File: src/rtl/fetch_pkg.sv
// Shared types and constants for the instruction-fetch stage.
// Enable FETCH_MISALIGN_CHECK_EN to add the HALT state.
package fetch_pkg;

  typedef enum logic [2:0] {
    REQ,
    WAIT,
    FULL,
    DRAIN
`ifdef FETCH_MISALIGN_CHECK_EN
    , HALT
`endif
  } fetch_state_e;

  localparam logic [31:0] NOP_INST           = 32'h0000_0013;
  localparam logic [31:0] DEFAULT_RESET_ADDR = 32'h0000_0000;
  localparam logic [31:0] PC_STEP            = 32'd4;

endpackage

File: src/rtl/fetch_if.sv
// Fetch-stage bus: imem req/gnt/rvalid, redirect and decode slot.
// FETCH_MISALIGN_CHECK_EN adds o_fetch_misalign.
interface fetch_if;

  logic        o_imem_req;
  logic [31:0] o_imem_addr;
  logic        i_imem_gnt;
  logic        i_imem_rvalid;
  logic [31:0] i_imem_rdata;
  logic        i_redirect;
  logic [31:0] i_redirect_pc;
  logic        i_id_ready;
  logic        o_inst_valid;
  logic [31:0] o_inst;
  logic [31:0] o_inst_pc;
  logic [31:0] o_inst_pc_plus4;
`ifdef FETCH_MISALIGN_CHECK_EN
  logic        o_fetch_misalign;
`endif

  modport master (
`ifdef FETCH_MISALIGN_CHECK_EN
    output o_fetch_misalign,
`endif
    output o_imem_req,
    output o_imem_addr,
    input  i_imem_gnt,
    input  i_imem_rvalid,
    input  i_imem_rdata,
    input  i_redirect,
    input  i_redirect_pc,
    input  i_id_ready,
    output o_inst_valid,
    output o_inst,
    output o_inst_pc,
    output o_inst_pc_plus4
  );

  modport slave (
`ifdef FETCH_MISALIGN_CHECK_EN
    input  o_fetch_misalign,
`endif
    input  o_imem_req,
    input  o_imem_addr,
    output i_imem_gnt,
    output i_imem_rvalid,
    output i_imem_rdata,
    output i_redirect,
    output i_redirect_pc,
    output i_id_ready,
    input  o_inst_valid,
    input  o_inst,
    input  o_inst_pc,
    input  o_inst_pc_plus4
  );

endinterface

File: src/rtl/fetch_unit.sv
// Instruction-fetch stage: one outstanding imem request, one decode slot.
// FETCH_MISALIGN_CHECK_EN traps misaligned redirects into HALT.
module fetch_unit
  import fetch_pkg::*;
#(
  parameter logic [31:0] RESET_ADDR = DEFAULT_RESET_ADDR
) (
  input logic      clk,
  input logic      rst,
  fetch_if.master  bus
);

  fetch_state_e state_q, state_d;
  fetch_state_e redir_ns;
  logic [31:0]  pc_q, pc_d;
  logic [31:0]  infl_q, infl_d;
  logic [31:0]  inst_q, inst_d;
  logic [31:0]  ipc_q, ipc_d;
  logic         valid_q, valid_d;
  logic [31:0]  tgt;

`ifdef FETCH_MISALIGN_CHECK_EN
  logic         mis_q, mis_d;
  logic         pend_q, pend_d;
  logic         misaligned;

  assign tgt        = bus.i_redirect_pc;
  assign misaligned = |bus.i_redirect_pc[1:0];
`else
  assign tgt = {bus.i_redirect_pc[31:2], 2'b00};
`endif

  // Where a redirect lands: DRAIN whenever a response is still owed.
  always_comb begin
    redir_ns = REQ;
    unique case (state_q)
      REQ:     redir_ns = bus.i_imem_gnt ? DRAIN : REQ;
      WAIT:    redir_ns = bus.i_imem_rvalid ? REQ : DRAIN;
      FULL:    redir_ns = REQ;
      DRAIN:   redir_ns = bus.i_imem_rvalid ? REQ : DRAIN;
`ifdef FETCH_MISALIGN_CHECK_EN
      HALT:    redir_ns = (pend_q && !bus.i_imem_rvalid) ? DRAIN : REQ;
`endif
      default: redir_ns = REQ;
    endcase
  end

  always_comb begin
    state_d = state_q;
    pc_d    = pc_q;
    infl_d  = infl_q;
    inst_d  = inst_q;
    ipc_d   = ipc_q;
    valid_d = valid_q;
`ifdef FETCH_MISALIGN_CHECK_EN
    mis_d   = mis_q;
    pend_d  = pend_q;
`endif
    if (bus.i_redirect) begin
      pc_d    = tgt;
      valid_d = 1'b0;
      state_d = redir_ns;
`ifdef FETCH_MISALIGN_CHECK_EN
      mis_d   = misaligned;
      pend_d  = 1'b0;
      if (misaligned) begin
        state_d = HALT;
        pend_d  = (redir_ns == DRAIN);
      end
`endif
    end else begin
      unique case (state_q)
        REQ: begin
          if (bus.i_imem_gnt) begin
            infl_d  = pc_q;
            state_d = WAIT;
          end
        end
        WAIT: begin
          if (bus.i_imem_rvalid) begin
            inst_d  = bus.i_imem_rdata;
            ipc_d   = infl_q;
            valid_d = 1'b1;
            pc_d    = infl_q + PC_STEP;
            state_d = FULL;
          end
        end
        FULL: begin
          if (valid_q && bus.i_id_ready) begin
            valid_d = 1'b0;
            state_d = REQ;
          end
        end
        DRAIN: begin
          if (bus.i_imem_rvalid) state_d = REQ;
        end
`ifdef FETCH_MISALIGN_CHECK_EN
        HALT: begin
          if (bus.i_imem_rvalid) pend_d = 1'b0;
        end
`endif
        default: state_d = REQ;
      endcase
    end
  end

  always_ff @(posedge clk or posedge rst) begin
    if (rst) begin
      state_q <= REQ;
      pc_q    <= RESET_ADDR;
      infl_q  <= RESET_ADDR;
      inst_q  <= NOP_INST;
      ipc_q   <= 32'h0;
      valid_q <= 1'b0;
`ifdef FETCH_MISALIGN_CHECK_EN
      mis_q   <= 1'b0;
      pend_q  <= 1'b0;
`endif
    end else begin
      state_q <= state_d;
      pc_q    <= pc_d;
      infl_q  <= infl_d;
      inst_q  <= inst_d;
      ipc_q   <= ipc_d;
      valid_q <= valid_d;
`ifdef FETCH_MISALIGN_CHECK_EN
      mis_q   <= mis_d;
      pend_q  <= pend_d;
`endif
    end
  end

  assign bus.o_imem_req      = (state_q == REQ) && !rst;
  assign bus.o_imem_addr     = pc_q;
  assign bus.o_inst_valid    = valid_q;
  assign bus.o_inst          = inst_q;
  assign bus.o_inst_pc       = ipc_q;
  assign bus.o_inst_pc_plus4 = ipc_q + PC_STEP;
`ifdef FETCH_MISALIGN_CHECK_EN
  assign bus.o_fetch_misalign = mis_q;
`endif

endmodule

File: src/flat_wrapper.sv
// flat-port wrapper written by rule: the top's interface ports become plain ports
module fetch_unit_flat import fetch_pkg::*;
#(
  parameter logic [31:0] RESET_ADDR = DEFAULT_RESET_ADDR
)
  (clk, rst, bus_o_imem_req, bus_o_imem_addr, bus_i_imem_gnt, bus_i_imem_rvalid, bus_i_imem_rdata, bus_i_redirect, bus_i_redirect_pc, bus_i_id_ready, bus_o_inst_valid, bus_o_inst, bus_o_inst_pc, bus_o_inst_pc_plus4);
  fetch_if bus_i ();
  input logic clk;
  input logic rst;
  output wire logic [$bits(bus_i.o_imem_req)-1:0] bus_o_imem_req;
  output wire logic [$bits(bus_i.o_imem_addr)-1:0] bus_o_imem_addr;
  input wire logic [$bits(bus_i.i_imem_gnt)-1:0] bus_i_imem_gnt;
  input wire logic [$bits(bus_i.i_imem_rvalid)-1:0] bus_i_imem_rvalid;
  input wire logic [$bits(bus_i.i_imem_rdata)-1:0] bus_i_imem_rdata;
  input wire logic [$bits(bus_i.i_redirect)-1:0] bus_i_redirect;
  input wire logic [$bits(bus_i.i_redirect_pc)-1:0] bus_i_redirect_pc;
  input wire logic [$bits(bus_i.i_id_ready)-1:0] bus_i_id_ready;
  output wire logic [$bits(bus_i.o_inst_valid)-1:0] bus_o_inst_valid;
  output wire logic [$bits(bus_i.o_inst)-1:0] bus_o_inst;
  output wire logic [$bits(bus_i.o_inst_pc)-1:0] bus_o_inst_pc;
  output wire logic [$bits(bus_i.o_inst_pc_plus4)-1:0] bus_o_inst_pc_plus4;
  assign bus_o_imem_req = bus_i.o_imem_req;
  assign bus_o_imem_addr = bus_i.o_imem_addr;
  assign bus_i.i_imem_gnt = bus_i_imem_gnt;
  assign bus_i.i_imem_rvalid = bus_i_imem_rvalid;
  assign bus_i.i_imem_rdata = bus_i_imem_rdata;
  assign bus_i.i_redirect = bus_i_redirect;
  assign bus_i.i_redirect_pc = bus_i_redirect_pc;
  assign bus_i.i_id_ready = bus_i_id_ready;
  assign bus_o_inst_valid = bus_i.o_inst_valid;
  assign bus_o_inst = bus_i.o_inst;
  assign bus_o_inst_pc = bus_i.o_inst_pc;
  assign bus_o_inst_pc_plus4 = bus_i.o_inst_pc_plus4;
  fetch_unit #(.RESET_ADDR(RESET_ADDR)) u_core (.clk(clk), .rst(rst), .bus(bus_i));
endmodule
File: config.mk
export PLATFORM = sky130hd
export DESIGN_NAME = fetch_unit_flat
export DESIGN_NICKNAME = d
export VERILOG_FILES = /design/src/rtl/fetch_pkg.sv /design/src/rtl/fetch_if.sv /design/src/rtl/fetch_unit.sv /design/src/flat_wrapper.sv
export SDC_FILE = /design/constraint.sdc
export NUM_CORES = 1
export LEC_CHECK = 0
export BUFFER_PORTS_ARGS = -buffer_cell sky130_fd_sc_hd__buf_2
export CORE_ASPECT_RATIO = 0.5
export CORE_MARGIN = 5
export CORE_UTILIZATION = 45
export CTS_BUF_LIST = sky130_fd_sc_hd__clkbuf_4
export DETAILED_ROUTE_END_ITERATION = 8
export PLACE_DENSITY = 0.73
export SYNTH_ARGS = -nofsm -noshare
export SYNTH_HDL_FRONTEND = slang
export SYNTH_SLANG_ARGS = --single-unit
File: constraint.sdc
create_clock -name clk -period 8.95 [get_ports clk]
set_clock_uncertainty 0.2 [all_clocks]
set_input_delay 0.895 -clock clk [delete_from_list [all_inputs] [get_ports clk]]
set_output_delay 0.895 -clock clk [all_outputs]
set_load 0.01 [all_outputs]
# Word-level counts from Yosys, hierarchy flattened
# Index checks and enable logic that the tools add are counted.
dict set report totals {
  register_bits 132
  latchBits 0
  ram_bits 0
  mem_bits_ro 0
  word_cells 45
  mem_count 0
}
dict set report op_classes {
  addsub 2
  multipliers 0
  div_mod_pow 0
  magnitude_cmp 0
  n_eq_ne 7
  n_shift 0
  mux 16
  n_bitwise 1
  reduce_logical 13
}
# op n
set op_table {}
lappend op_table {{$mux W32} 3}
lappend op_table {{$add A32 B3 Y32 const B} 2}
lappend op_table {{$mux W3} 5}
lappend op_table {{$pmux W3 S4} 1}
lappend op_table {{$ne A3 B3 Y1 const B} 3}
lappend op_table {{$reduce_and A3 Y1} 3}
lappend op_table {{$eq A3 B2 Y1 const B} 2}
lappend op_table {{$pmux W3 S2} 1}
lappend op_table {{$mux W2} 2}
lappend op_table {{$reduce_and A4 Y1} 1}
lappend op_table {{$reduce_bool A2 Y1} 2}
lappend op_table {{$eq A3 B1 Y1 const B} 1}
lappend op_table {{$logic_not A3 Y1} 1}
lappend op_table {{$mux W1} 3}
lappend op_table {{$ne A3 B2 Y1 const B} 1}
lappend op_table {{$reduce_bool A3 Y1} 1}
lappend op_table {{$logic_and A1 B1 Y1} 2}
lappend op_table {{$pmux W1 S2} 1}
lappend op_table {{$reduce_and A2 Y1} 1}
lappend op_table {{$reduce_or A2 Y1} 1}
lappend op_table {{$logic_not A1 Y1} 1}
lappend op_table {{$not A1 Y1} 1}

# Longest topological paths before layout
dict set report depth {
  word_depth 4
  depth_mapped 7
  depth_no_buf 6
}

# Worst setup path before layout
# Ideal clock, no wire load.
dict set report synth_timing {
  path_kind {flip-flop to output port}
  startpoint {reg u_core.ipc_q[3] (netlist: u_core.bus.o_inst_pc[3])}
  endpoint {out bus_o_inst_pc_plus4[16]}
  arrival_ns 1.700
  path_slack_ns 6.155
  path_stages_with_launch 7
  path_cell_list {dfrtp_1 ha_1 nand3_1 or2_2 nor2_1 nand4_1 xnor2_1}
}
dict set report synth_between {
  elab_chain_cells 1
}
# element line_no
set synth_rtl {}
lappend synth_rtl {{from (decl)} fetch_unit.sv:18} ;# logic [31:0] ipc_q, ipc_d;
lappend synth_rtl {{from (signal assigned)} fetch_unit.sv:124} ;# ipc_q <= ipc_d;
lappend synth_rtl {{$add A32 B3 Y32} fetch_unit.sv:138} ;# assign bus.o_inst_pc_plus4 = ipc_q + PC_STEP;
lappend synth_rtl {{to (decl)} flat_wrapper.sv:21} ;# output wire logic [$bits(bus_i.o_inst_pc_plus4)-1:0] bus_o_inst_pc_plus4;
# Every way passes these cells.

# Worst setup path after layout
dict set report layout_timing {
  startpoint {reg u_core.ipc_q[2] (netlist: u_core.bus.o_inst_pc[2])}
  endpoint {out bus_o_inst_pc_plus4[18]}
}
# Same word-level chain as after synthesis.

==> results.json <==
{
  "ir_worst_vdd_mv": 0.120,
  "synth_top_area_share": 0.510,
  "syn_inst": 686,
  "crit_arrival_ns": 2.60,
  "worst_pin_slew_ns": 1.01,
  "crit_top_cell": "nand3_1",
  "core_um2": 13600,
  "drtAntennaViolNets": 0,
  "fin_crit_sh": 0.412,
  "grt_max_degree": 78,
  "synthesis.area_um2": 6280,
  "vias_per_cell": 5.07,
  "ys_ff_latch": 131,
  "finalCriticalPeriod_ns": 3.69,
  "numCtsBuffers": 17,
  "rsz0062_at_grt": "no",
  "p_leak_nw": 3.93,
  "slew_viol_final": 0,
  "cts_max_path_buffers": 2,
  "drt_iter0_drc": 396,
  "start_util": 0.462,
  "drc": 0,
  "critPathMaxStageDelay_ns": 0.48,
  "worstPathCellList": "ha_1 -> nand3_1 -> or2_2 -> nor2_1 -> nand3_1 -> xnor2_1 -> buf_2",
  "power.density_nw_per_um2": 319,
  "hold_buffers": 0,
  "synth_nets": 758,
  "num_io_pins": 200,
  "postCtsSetupRepairBufs": 0,
  "antenna_found_initial": 1,
  "dieArea_um2": 16600,
  "fin_cells": 1076,
  "cts_resized": 0,
  "wirelength_um": 17500,
  "clkLatencyLatePin_ns": 0.50,
  "ys_types": 35,
  "numPortBuffers": 197,
  "drive_gt1_frac": 0.311,
  "worstHoldPathType": "in -> async",
  "ctsHtreeMaxLevel": 4,
  "die_x_um": 177,
  "avgSynthCellArea_um2": 9.15,
  "cpMaxStageDelayCell": "dfrtp_1",
  "rows": 30,
  "max_freq_mhz": 271,
  "worstSetupStartpointType": "register",
  "tns_ns": 0,
  "critPathKind": "reg -> out",
  "maxCapViolCount": 0,
  "cp.required_ns": 7.86,
  "dp_hpwl_um": 12400,
  "synthToLayoutAreaGrowth_pct": 24.1,
  "drt-wirelength-per-cell_um": 16.2,
  "status": "finished, final reports clean",
  "synthTopCellsByArea": "dfrtp_1, nand2_1, xnor2_1, mux2_2, clkbuf_1",
  "gp_congestion": 0.837,
  "setup_violations": 0,
  "slew_headroom": 0.319,
  "track_usage": 0.212,
  "dp_cells": 1043,
  "root_buffer": "clkbuf_4",
  "cts_tree": "done",
  "seq_area_frac_synth": 0.523,
  "die_h_um": 93.5,
  "clk_pin_slew_ns": 0.13,
  "cp-end-kind": "primary output",
  "cp_max_fo": 7,
  "final_nets": 942,
  "grt_remaining_overflow": 0,
  "grt_pass1_vias": 5210,
  "cts.sink_count": 131,
  "yosys.area.top_type": "dfrtp_1",
  "fin_area_um2": 7790,
  "dr.pass1.iters": 5,
  "hold_slack_ns": 0.224,
  "grt_pass1_wl_um": 27800,
  "dpl_cell_area_um2": 7420,
  "vias": 5455,
  "finalHoldViolations": 0,
  "ys_warn_count": 0
}
## per-stage QoR
| stage | setup slack (ns) | power [mW] | util |
|---|---|---|---|
| floorplan | 4.36 | 1.58 | - |
| global route | 4.99 | 2.66 | 0.573 |
| CTS | 5.24 | 2.50 | 0.573 |
| detailed placement | 5.71 | 1.99 | 0.546 |
| finish | 5.26 | 2.48 | 0.573 |
| global placement | 5.76 | 1.96 | 0.546 |
## layer usage
layer | track usage | vias to the layer above | routed length, um
li1 | - | 2665 | -
met1 | 0.297 | 2592 | 7960
met2 | 0.337 | 183 | 8100
met3 | 0.0420 | 15 | 1190
met4 | 0.0598 | 0 | 205
met5 | 0 | - | 0
## where the power goes
| part | internal [mW] | switching [mW] |
|---|---|---|
| sequential | 0.825 | 0.287 |
| clock | 0.281 | 0.226 |
| combinational | 0.395 | 0.469 |
| total | 1.50 | 0.982 |
## Yosys cell counts, drive strengths merged
library cell and number:
nand4 18, and2 2, nor3 9, nand3b 2, and3 10, a311o 1
o21ai 18, o31a 1, xnor2 40, nor2 25, dfstp 3, a32oi 1
nor4b 1, buf 5, dfrtp 128, or4 2, or2 3, nand2b 1
and4 7, inv 7, o31ai 4, ha 2, mux2i 4, nor4 7
nand2 249, nor3b 4, o221ai 13, xor2 13, a21oi 16, mux2 31
nand3 25, clkbuf 34
## flip-flops by register name, summed over array words and instances (netlist names)
register and flops:
u_core.bus.o_imem_addr 32, u_core.bus.o_inst 32, u_core.bus.o_inst_pc 32, u_core.bus.o_inst_valid 1, u_core.infl_q 32, u_core.state_q 2
## worst max-delay path, delay by kind of cell, from the launching register on
kind | cells | cell delay (ns)
buf+inv | 1 | 0.18
simple gates | 4 | 0.97
fa+ha+maj | 1 | 0.27
flops | 1 | 0.48
xor+xnor | 1 | 0.18
## worst paths after layout
path | cells after the start | to | startpoint | slack, ns
worst max-delay path | 7 | bus_o_inst_pc_plus4[18] | u_core.bus.o_inst_pc[2] | 5.26
worst min-delay path | 2 | u_core.bus.o_inst_valid | rst | 0.22
worst max register to register | 5 | u_core.bus.o_imem_addr[23] | u_core.infl_q[15] | 6.33
worst min register to register | 2 | u_core.bus.o_inst[1] | u_core.bus.o_inst[1] | 0.26
max in group asynchronous | 3 | u_core.bus.o_inst[18] | rst | 6.95
min in group clk | 2 | u_core.bus.o_inst[1] | u_core.bus.o_inst[1] | 0.26
## cells by family (layout without fill, tap and decap cells)
| group | after synthesis | after routing | synth area share |
|---|---|---|---|
| fa+ha+maj | 2 | 2 | 0.00399 |
| compound gates | 54 | 54 | 0.0544 |
| flops | 131 | 131 | 0.523 |
| simple gates | 365 | 365 | 0.254 |
| other cells | 0 | 1 | 0 |
| mux | 35 | 35 | 0.0620 |
| xor+xnor | 53 | 53 | 0.0740 |
| buf+inv | 46 | 243 | 0.0291 |
## layout by cell type, fill, tap and decap left out, drive strengths merged, types with 9 or more instances in the layout
| cell | instances |
|---|---|
| a21oi | 16 |
| nand2 | 249 |
| nor3 | 9 |
| mux2 | 31 |
| xor2 | 13 |
| buf | 204 |
| o21ai | 18 |
| and3 | 10 |
| nor2 | 25 |
| clkbuf | 18 |
| xnor2 | 40 |
| nand3 | 25 |
| o221ai | 13 |
| nand4 | 18 |
| dfrtp | 128 |
## final cells by class
cell class | count | area [um^2]
fillers | 1251 | 5800
flip-flops and latches | 131 | 3280
multi-input cells | 509 | 2830
repair buffers | 204 | 1040
well taps | 192 | 240
clock inverters | 14 | 234
clock buffers | 18 | 135
inverters | 7 | 31.3
diodes | 1 | 2.50
(Power assumes the default switching activity.)
